==> config.mk <==
export PLATFORM = sky130hd
export DESIGN_NAME = dcache_ctrl
export DESIGN_NICKNAME = d
export VERILOG_FILES = /design/src/rtl/dcache_pkg.sv /design/src/rtl/dcache_tag_array.sv /design/src/rtl/dcache_ctrl.sv
export SDC_FILE = /design/constraint.sdc
export NUM_CORES = 2
export LEC_CHECK = 0
export CORE_MARGIN = 5
export CORE_UTILIZATION = 61
export CTS_BUF_LIST = sky130_fd_sc_hd__clkbuf_16
export DETAILED_ROUTE_END_ITERATION = 16
export DONT_BUFFER_PORTS = 1
export GPL_ROUTABILITY_DRIVEN = 1
export GPL_TIMING_DRIVEN = 1
export HOLD_SLACK_MARGIN = 0.03
export PLACE_DENSITY = 0.81
export SLEW_MARGIN = 5
export SYNTH_ARGS = -nofsm -noshare
export SYNTH_HDL_FRONTEND = slang
export SYNTH_SLANG_ARGS = --single-unit
==> constraint.sdc <==
create_clock -name clk -period 5.55 [get_ports clk]
set_clock_uncertainty 0.1 [all_clocks]
set_input_delay 0.8325 -clock clk [delete_from_list [all_inputs] [get_ports clk]]
set_output_delay 0.8325 -clock clk [all_outputs]
set_load 0.02 [all_outputs]
==> src/rtl/dcache_pkg.sv <==
// rtl/dcache_pkg.sv - shared geometry, address fields and FSM encoding for the L1 data cache controller
package dcache_pkg;

   localparam int TAG_W = 21;
   localparam int SETS  = 64;
   localparam int WORDS = 8;

   localparam int TAG_LSB = 11;
   localparam int IDX_LSB = 5;
   localparam int OFF_LSB = 2;

   localparam logic [1:0] IDLE   = 2'd0;
   localparam logic [1:0] WB     = 2'd1;
   localparam logic [1:0] FILL   = 2'd2;
   localparam logic [1:0] REPLAY = 2'd3;

   // Word-aligned byte address of one beat within a line.
   function automatic logic [31:0] beat_addr(input logic [26:0] line, input logic [2:0] beat);
      return {line, beat, 2'b00};
   endfunction

endpackage

==> src/rtl/dcache_tag_array.sv <==
// rtl/dcache_tag_array.sv - per-set tag, valid and dirty storage with combinational read
module dcache_tag_array #(
   parameter int TAG_W = 21,
   parameter int SETS  = 64,
   parameter int IDX_W = 6
) (
   input  logic             clk_i,
   input  logic             srst_ni,
   input  logic [IDX_W-1:0] idx_i,
   input  logic             fill_we_i,
   input  logic [TAG_W-1:0] fill_tag_i,
   input  logic             dirty_set_i,
   input  logic             dirty_clr_i,
   output logic [TAG_W-1:0] rd_tag_o,
   output logic             rd_valid_o,
   output logic             rd_dirty_o
);

   logic [SETS-1:0]  valid_q;
   logic [SETS-1:0]  dirty_q;
   logic [TAG_W-1:0] tag_q [SETS];

   assign rd_tag_o   = tag_q[idx_i];
   assign rd_valid_o = valid_q[idx_i];
   assign rd_dirty_o = dirty_q[idx_i];

   // Valid/dirty bits: cleared by reset; a completed refill installs a clean line.
   always_ff @(posedge clk_i or negedge srst_ni) begin
      if (!srst_ni) begin
         valid_q <= '0;
         dirty_q <= '0;
      end else begin
         if (fill_we_i) begin
            valid_q[idx_i] <= 1'b1;
            dirty_q[idx_i] <= 1'b0;
         end
         if (dirty_set_i) dirty_q[idx_i] <= 1'b1;
         if (dirty_clr_i) dirty_q[idx_i] <= 1'b0;
      end
   end

   // Tags carry no reset; they are meaningless while the set is invalid.
   always_ff @(posedge clk_i) begin
      if (fill_we_i) tag_q[idx_i] <= fill_tag_i;
   end

endmodule

==> src/rtl/dcache_ctrl.sv <==
// rtl/dcache_ctrl.sv - direct-mapped write-back write-allocate L1 data cache controller
module dcache_ctrl #(
   parameter int TAG_W = 21,
   parameter int SETS  = 64,
   parameter int WORDS = 8
) (
   input  logic        clk,
   input  logic        srst_n,
   input  logic        cpu_req,
   input  logic        cpu_we,
   input  logic [3:0]  cpu_wstrb,
   input  logic [31:0] cpu_addr,
   input  logic [31:0] cpu_wdata,
   output logic        cpu_ready,
   output logic [31:0] cpu_rdata,
   output logic [5:0]  ram_index,
   output logic [2:0]  ram_block_offset,
   output logic [3:0]  ram_wen,
   output logic        ram_ren,
   output logic [31:0] ram_wdata,
   input  logic [31:0] ram_rdata,
   output logic        mem_valid,
   output logic        mem_we,
   output logic [31:0] mem_addr,
   output logic [31:0] mem_wdata,
   input  logic        mem_ready,
   input  logic [31:0] mem_rdata
);
   import dcache_pkg::*;

   localparam int IDX_W = $clog2(SETS);
   localparam int OFF_W = $clog2(WORDS);

   logic [1:0]       state_q, state_d;
   logic [OFF_W-1:0] beat_q, beat_d;

   logic [IDX_W-1:0] idx;
   logic [OFF_W-1:0] off;
   logic [TAG_W-1:0] req_tag;
   logic [TAG_W-1:0] rd_tag;
   logic             rd_valid, rd_dirty;
   logic             hit, last_beat;
   logic             fill_we, dirty_set, dirty_clr;
   logic [1:0]       unused_byte_bits;

   assign idx              = cpu_addr[IDX_LSB +: IDX_W];
   assign off              = cpu_addr[OFF_LSB +: OFF_W];
   assign req_tag          = cpu_addr[TAG_LSB +: TAG_W];
   assign unused_byte_bits = cpu_addr[1:0];
   assign hit              = rd_valid && (rd_tag == req_tag);
   assign last_beat        = (beat_q == OFF_W'(WORDS - 1));

   dcache_tag_array #(
      .TAG_W (TAG_W),
      .SETS  (SETS),
      .IDX_W (IDX_W)
   ) u_tags (
      .clk_i       (clk),
      .srst_ni     (srst_n),
      .idx_i       (idx),
      .fill_we_i   (fill_we),
      .fill_tag_i  (req_tag),
      .dirty_set_i (dirty_set),
      .dirty_clr_i (dirty_clr),
      .rd_tag_o    (rd_tag),
      .rd_valid_o  (rd_valid),
      .rd_dirty_o  (rd_dirty)
   );

   // Next state, beat counter and tag-array updates for hit / writeback / refill / replay.
   always_comb begin
      state_d   = state_q;
      beat_d    = beat_q;
      fill_we   = 1'b0;
      dirty_set = 1'b0;
      dirty_clr = 1'b0;
      case (state_q)
         IDLE: begin
            if (cpu_req) begin
               if (hit) begin
                  dirty_set = cpu_we;
               end else if (rd_valid && rd_dirty) begin
                  state_d = WB;
               end else begin
                  state_d = FILL;
               end
            end
         end
         WB: begin
            if (mem_ready) begin
               if (last_beat) begin
                  beat_d    = '0;
                  dirty_clr = 1'b1;
                  state_d   = FILL;
               end else begin
                  beat_d = beat_q + OFF_W'(1);
               end
            end
         end
         FILL: begin
            if (mem_ready) begin
               if (last_beat) begin
                  beat_d  = '0;
                  fill_we = 1'b1;
                  state_d = REPLAY;
               end else begin
                  beat_d = beat_q + OFF_W'(1);
               end
            end
         end
         default: state_d = IDLE;
      endcase
   end

   // Output decode; reset forces every output low at once so an aborted burst cannot write the RAM.
   always_comb begin
      cpu_ready        = 1'b0;
      cpu_rdata        = '0;
      ram_index        = '0;
      ram_block_offset = '0;
      ram_wen          = '0;
      ram_ren          = 1'b0;
      ram_wdata        = '0;
      mem_valid        = 1'b0;
      mem_we           = 1'b0;
      mem_addr         = '0;
      mem_wdata        = '0;
      if (srst_n) begin
         case (state_q)
            IDLE: begin
               ram_index        = idx;
               ram_block_offset = off;
               if (cpu_req && hit) begin
                  cpu_ready = 1'b1;
                  if (cpu_we) begin
                     ram_wen   = cpu_wstrb;
                     ram_wdata = cpu_wdata;
                  end else begin
                     ram_ren   = 1'b1;
                     cpu_rdata = ram_rdata;
                  end
               end
            end
            WB: begin
               ram_index        = idx;
               ram_block_offset = beat_q;
               ram_ren          = 1'b1;
               mem_valid        = 1'b1;
               mem_we           = 1'b1;
               mem_addr         = beat_addr({rd_tag, idx}, beat_q);
               mem_wdata        = ram_rdata;
            end
            FILL: begin
               ram_index        = idx;
               ram_block_offset = beat_q;
               mem_valid        = 1'b1;
               mem_addr         = beat_addr(cpu_addr[31:5], beat_q);
               if (mem_ready) begin
                  ram_wen   = 4'hF;
                  ram_wdata = mem_rdata;
               end
            end
            default: ;
         endcase
      end
   end

   // State and beat counter registers.
   always_ff @(posedge clk or negedge srst_n) begin
      if (!srst_n) begin
         state_q <= IDLE;
         beat_q  <= '0;
      end else begin
         state_q <= state_d;
         beat_q  <= beat_d;
      end
   end

endmodule

**Word-level counts from Yosys, hierarchy flattened**

Memory sizes are Yosys's and may differ from the RTL's.
Index checks and enable logic that the tools add are counted.
W data, S select, Z words.

- Register bits after elaboration: 133
- Bits in writable memories: 1,344
- Output and inout port bits: 145
- Memories: 1

Memory list:

| memory | depth | bits a word | read ports | clocked after memory_dff | write ports | line | source |
|---|---|---|---|---|---|---|---|
| u_tags.tag_q | 64 | 21 | 1 | 0 | 1 | dcache_tag_array.sv:21 | `logic [TAG_W-1:0] tag_q [SETS];` |

- Add/subtract/negate cells: 1
- Magnitude comparators: 2
- Equality and inequality tests: 10
- Muxes and demuxes: 60
- Bitwise logic cells: 5
- Reduce and logical (&&, ||, !) cells: 9

Operators with widths:

| operator | number |
|---|---|
| $mux W32 | 11 |
| $mux W64 | 3 |
| $and A64 B64 Y64 | 2 |
| $or A64 B64 Y64 | 2 |
| $pmux W32 S2 | 2 |
| $not A64 Y64 | 1 |
| $mux W1 | 22 |
| $eq A21 B21 Y1 | 1 |
| $mux W4 | 4 |
| $mux W2 | 7 |
| $bmux W1 S6 | 2 |
| $mux W6 | 2 |
| $ne A2 B2 Y1 const B | 6 |
| $pmux W4 S2 | 1 |
| $lt A6 B7 Y1 const B | 1 |
| $demux W1 S6 | 1 |
| $ge A6 B1 Y1 const B | 1 |
| $mux W3 | 2 |
| $pmux W2 S3 | 1 |
| $pmux W3 S2 | 1 |
| $reduce_and A6 Y1 | 1 |
| $logic_and A1 B1 Y1 | 4 |
| $add A3 B1 Y3 const B | 1 |
| $eq A3 B3 Y1 const B | 1 |
| other kinds (7) | 7 |

**Depth between registers and ports, before layout**

- Word-level depth: 11
- Gate-level depth with buffers: 21
- Depth with buffers taken out: 10

**By module**

Synthesis repeated with hierarchy kept, for this count alone.

- Cells, all modules: 3,458
- Area, all modules: 58,976.6 um^2

Modules (own cells, without submodules):

| module | instances | cells an instance | area each (um^2) |
|---|---|---|---|
| dcache_tag_array | 1 | 3,184 | 57,053.5 |
| dcache_ctrl | 1 | 274 | 1,923.1 |

**Worst setup path before layout**

OpenSTA, ideal clock, no wires.

- Kind: in2out
- Start: input cpu_addr[5]
- End: output cpu_rdata[0]
- Arrival: 4.435 ns
- Data required time: 4.618 ns
- Setup slack: 0.182 ns
- Stages on the path: 18
- Buffers on the path: 9
- Cells stage by stage: buf_6 buf_8 buf_8 buf_8 buf_8 buf_6 buf_4 buf_4 buf_2 mux2i_1 o22ai_1 o21ai_0 nand4_1 nor3_2 xnor2_1 nor4_2 nand4b_4 nor4_1

- Cells in the longest elaborated chain, start to end: 7

RTL lines:

| what | line | source |
|---|---|---|
| start: declaration | dcache_ctrl.sv:12 | `input logic [31:0] cpu_addr,` |
| $mem_v2 Z64 W21 or $bmux W1 S6 (tied branches) | n/a |  |
| $eq A21 B21 Y1 or $mux W1 (tied branches) | dcache_ctrl.sv:50, dcache_tag_array.sv:24 |  |
| $logic_and A1 B1 Y1 * | dcache_ctrl.sv:50 | `assign hit = rd_valid && (rd_tag == req_tag);` |
| $logic_and A1 B1 Y1 * | dcache_ctrl.sv:133 | `if (cpu_req && hit) begin` |
| $mux W32 * | dcache_ctrl.sv:133 |  |
| $mux W32 * | dcache_ctrl.sv:129 | `case (state_q)` |
| $mux W32 * | dcache_ctrl.sv:128 | `if (srst_n) begin` |
| end: declaration | dcache_ctrl.sv:15 | `output logic [31:0] cpu_rdata,` |

Every way passes the cells marked *; elsewhere a longest branch is shown, timed or not. The select of a mux whose other input is x is not followed.

**Worst setup path after layout**

- Start: input cpu_addr[5]
- End: output ram_wdata[15]

- Cells in the longest elaborated chain, start to end: 7

RTL lines:

| what | line | source |
|---|---|---|
| $mem_v2 Z64 W21 or $bmux W1 S6 (tied branches) | n/a |  |
| $eq A21 B21 Y1 or $mux W1 (tied branches) | dcache_ctrl.sv:50, dcache_tag_array.sv:24 |  |
| $logic_and A1 B1 Y1 * | dcache_ctrl.sv:50 |  |
| $logic_and A1 B1 Y1 * | dcache_ctrl.sv:133 |  |
| $mux W32 * | dcache_ctrl.sv:133 |  |
| $pmux W32 S2 * | dcache_ctrl.sv:129 |  |
| $mux W32 * | dcache_ctrl.sv:128 |  |
| end: declaration | dcache_ctrl.sv:20 | `output logic [31:0] ram_wdata,` |

Marked as above.

==> results by group <==
Timing
  • Tightest Pin Transition: 2.40 ns
  • Maximum operating frequency: 137 MHz
  • Fraction of the cycle the final worst path needs: 132%
  • Total Negative Setup Slacks: -130.47 ns
  • Post-layout worst setup margin: -1.77 ns
  • Final Setup Violations: 152
  • Shortest clock period the worst path allows after layout: 7.32 ns
  • WHS: 0.0582 ns
  • Worst rel slew slack: -60.1%
  • Number of failing hold endpoints at the final stage: 0
  • Unrepaired setup endpoints after global routing: yes
  • Max Transition Viols Final: 208

Finish
  • Finished layout cell area: ~69000 µm²
  • Number of standard cells in the final layout excluding fillers: 5175
  • Utilization of the core after routing: 70.2%
  • Fraction of layout cells with a size suffix above 1: 24.5%
  • Synth-to-Final Area Change: 14.7%
  • Number of nets at the end of the flow: between 3000 and 4000

Placement
  • Last weighted congestion value of the routability-driven placer: 1.02
  • Post-DP Area: 63500 µm²
  • Count of port buffers added during placement: 0
  • Number of placed instances with taps included: 4864
  • Post-DP HPWL: roughly 120 mm

Power and ir drop
  • Power spent charging and discharging nets: 5660 µW
  • Reported leakage power: 0.0237 µW
  • Switching fraction of total power: 23.8%
  • Power Internal: 18100 µW
  • Power share of the sequential group: approximately half
  • Clock share of power: between 30% and 40%
  • Largest voltage drop on the vdd net: 266 µV
  • Power per cell area: 345 nW/µm²
  • Fraction of power consumed by combinational cells: 9.1%

Yosys
  • Top-area cell type share of the netlist area: 67.3%
  • Number of flops mapped to enable cells by yosys: 1344
  • Prevailing post-synth register cell: edfxtp_1
  • Area leader, netlist: edfxtp_1
  • Leading post-synthesis cells by cell area: edfxtp_1 67%, dfrtp_1 5.5%, mux4_2 4.7%, mux2i_1 3.7%, a221oi_1 1.6%
  • Seq/Total Area, Yosys: 72.8%
  • Share of async-settable or async-resettable flops after synthesis: 9.00%
  • Warning count from the yosys run: 0
  • Number of distinct standard cells referenced by the synthesized netlist: 83
  • Yosys reg bits: 1477
  • Post-synthesis average cell area: 17.0 µm²
  • Cell Area, Synth: about 60000 µm²
  • Post-Synthesis Cells: 3525

Status
  • Run status: finished, violations left
  • Failing checks: max-slew violations, negative setup slack

Floorplan
  • Top-level I/O count: about 280
  • Number of cell rows: 115
  • Die Y-Extent: 324 µm
  • Die Span X: 324 µm
  • Area of the core: 98000 µm²
  • Initial Util: 61.2%
  • Floorplan die area: 105000 µm²

Critical path
  • Beginning of the worst register-to-register path: u_tags.tag_q[18][3]
  • R2R cell count: 12
  • WP data arrival: 6.38 ns
  • Required time of the critical path: 4.62 ns
  • Capture point of the critical path: ram_wdata[15]
  • Launch point of the critical path: cpu_addr[5]
  • Worst setup EP type: primary output
  • Worst reg2reg setup slack: ~1.4 ns
  • Nature of the critical path startpoint: primary input
  • Critical path class: primary input to primary output
  • Worst Path Max Fanout: 371

CTS
  • Clock tree from TritonCTS: done
  • Worst-skew pair later-pin latency: 0.76 ns
  • CTS H-tree depth: 4
  • Root buffer cell: clkbuf_16
  • Max Buffers Root-to-Sink: 3
  • CTS buffer count: roughly 140
  • Clock transition at path regs: 0.06 ns
  • Sinks on the clock net: 1477

GRT
  • Remaining Overflow, GRT: 0
  • Total track usage: a little under two fifths
  • Maximum number of pins on one net before global-route repair: between 300 and 400
  • Number of global-route vias before repair: ~37000
  • Antenna violations before repair: 32
  • Wire length of the first global-routing pass: 276 mm

Min path
  • Startpoint of the lowest-slack hold path: cpu_addr[19]
  • Kind of path behind the tightest hold check: primary input to flop

Detailed routing
  • DRC violation count after routing: 0
  • Routed WL: 201 mm
  • DRC marker count from the first detailed-route iteration: 7134
  • Via density: roughly 7.5
  • Number of nets with antenna violations after routing: 0
  • Via count of the routed design: between 30000 and 40000
  • Wire length per cell: 38.8 µm
  • Number of iterations in the first detailed-routing pass: 7

Job
  • Max-Cap Viols: 0
[per-layer routing]
metal / vias up / track usage (%) / wire [µm]
met5: - / 0 / 96
met3: 946 / 16.7 / 33700
met2: 4051 / 54.1 / 86100
met1: 18871 / 45.1 / 59800
li1: 14711 / - / -
met4: 14 / 31.0 / 20800
[synth_stat cells (67+ instances only)]
master and count:
o21ai_0 112, mux4_2 125, a22oi_1 88, nand2_1 139, a22o_1 80, mux2i_1 222, nor2_1 168, edfxtp_1 1344
or2_2 67, clkbuf_1 123, a221oi_1 110, dfrtp_1 133, o22ai_1 69
[critical path, cell delays in order]
cell and delay (ns):
or2_2 1.28, o22ai_1 0.62, a32oi_1 0.26, o2111ai_1 0.27
nor4_1 0.12, buf_4 0.18, xnor2_1 0.13, nor3_1 0.18
and3_1 0.44, and4_4 0.43, buf_12 0.14, clkbuf_16 0.14
a22o_4 0.12, buf_12 0.10
[logic make-up (layout without fill, tap and decap cells)]
kind of cell	Yosys count	in the layout	synth area share, %
mux	411	411	9.90
simple gates	576	578	5.22
xor+xnor	21	21	0.307
fa+ha+maj	6	6	0.125
buf+inv	300	636	2.79
flops	1477	1477	72.8
compound gates	733	733	8.81
other cells	1	26	0.00625
[cell type report]
class | count | area [µm²]
Sequential cell | 1477 | 43700
Fill cell | 5662 | 29200
Multi-Input combinational cell | 1751 | 15300
Clock buffer | 144 | 3600
Timing Repair Buffer | 330 | 3440
Tap cell | 1287 | 1610
Clock inverter | 118 | 903
Inverter | 44 | 170
Antenna cell | 24 | 60.1
[power by group through the flow]
stage	logic, µW	registers, µW	clock network (µW)
3_3_place_gp	1920	12400	0
6_report	2160	12200	9390
3_5_place_dp	1950	12400	0
4_1_cts	1990	12200	9380
5_1_grt	2170	12200	9890
2_1_floorplan	1260	12400	0
[placed cells by master (no fill, tap or decap), types with 31 or more instances in the layout]
cell type / count
mux2i_1: 222
or2_2: 67
o21ai_1: 60
clkinv_1: 42
a22o_1: 58
clkbuf_16: 149
mux4_2: 127
nor2_1: 99
a22oi_1: 88
edfxtp_1: 1344
a21oi_1: 55
o22ai_1: 66
nor3_1: 31
nor2_2: 49
mux2_2: 51
buf_12: 65
o21ai_0: 111
dfrtp_1: 133
nand2_1: 138
inv_1: 69
buf_4: 247
nor4_2: 34
a221oi_1: 108
[worst min path at each step]
stage                                       to  slack (ns)  cells after the start
after floorplan             u_tags.valid_q[34]        0.33                      1
final                      u_tags.tag_q[36][8]        0.06                      0
after global routing        u_tags.tag_q[1][1]        0.03                      0
after detailed placement    u_tags.valid_q[32]        0.35                      1
after global placement      u_tags.valid_q[34]        0.35                      1
after CTS                 u_tags.tag_q[25][12]        0.04                      0
[state kept, by name (all words and copies together) (netlist names), named ones only]
register        cells
beat_q              3
state_q             2
u_tags.dirty_q      1
u_tags.tag_q     1344
u_tags.valid_q     64
[stage by stage]
step / total power [µW] / worst slack, ns
4_1_cts: 23600 / 0.00805
2_1_floorplan: 13700 / 0.182
6_report: 23800 / -1.77
5_1_grt: 24300 / -0.445
3_5_place_dp: 14400 / -0.00647
3_3_place_gp: 14400 / 0.0499
[timing repair]
action	4_1_cts	5_1_grt
endpoints found under the hold margin	133	1
endpoints found under the setup margin	2	70
gates resized for setup	1	62
buffers inserted	0	14
pin swaps	0	23
hold buffers	2	1
gates cloned	0	8
(Power assumes the default switching activity.)
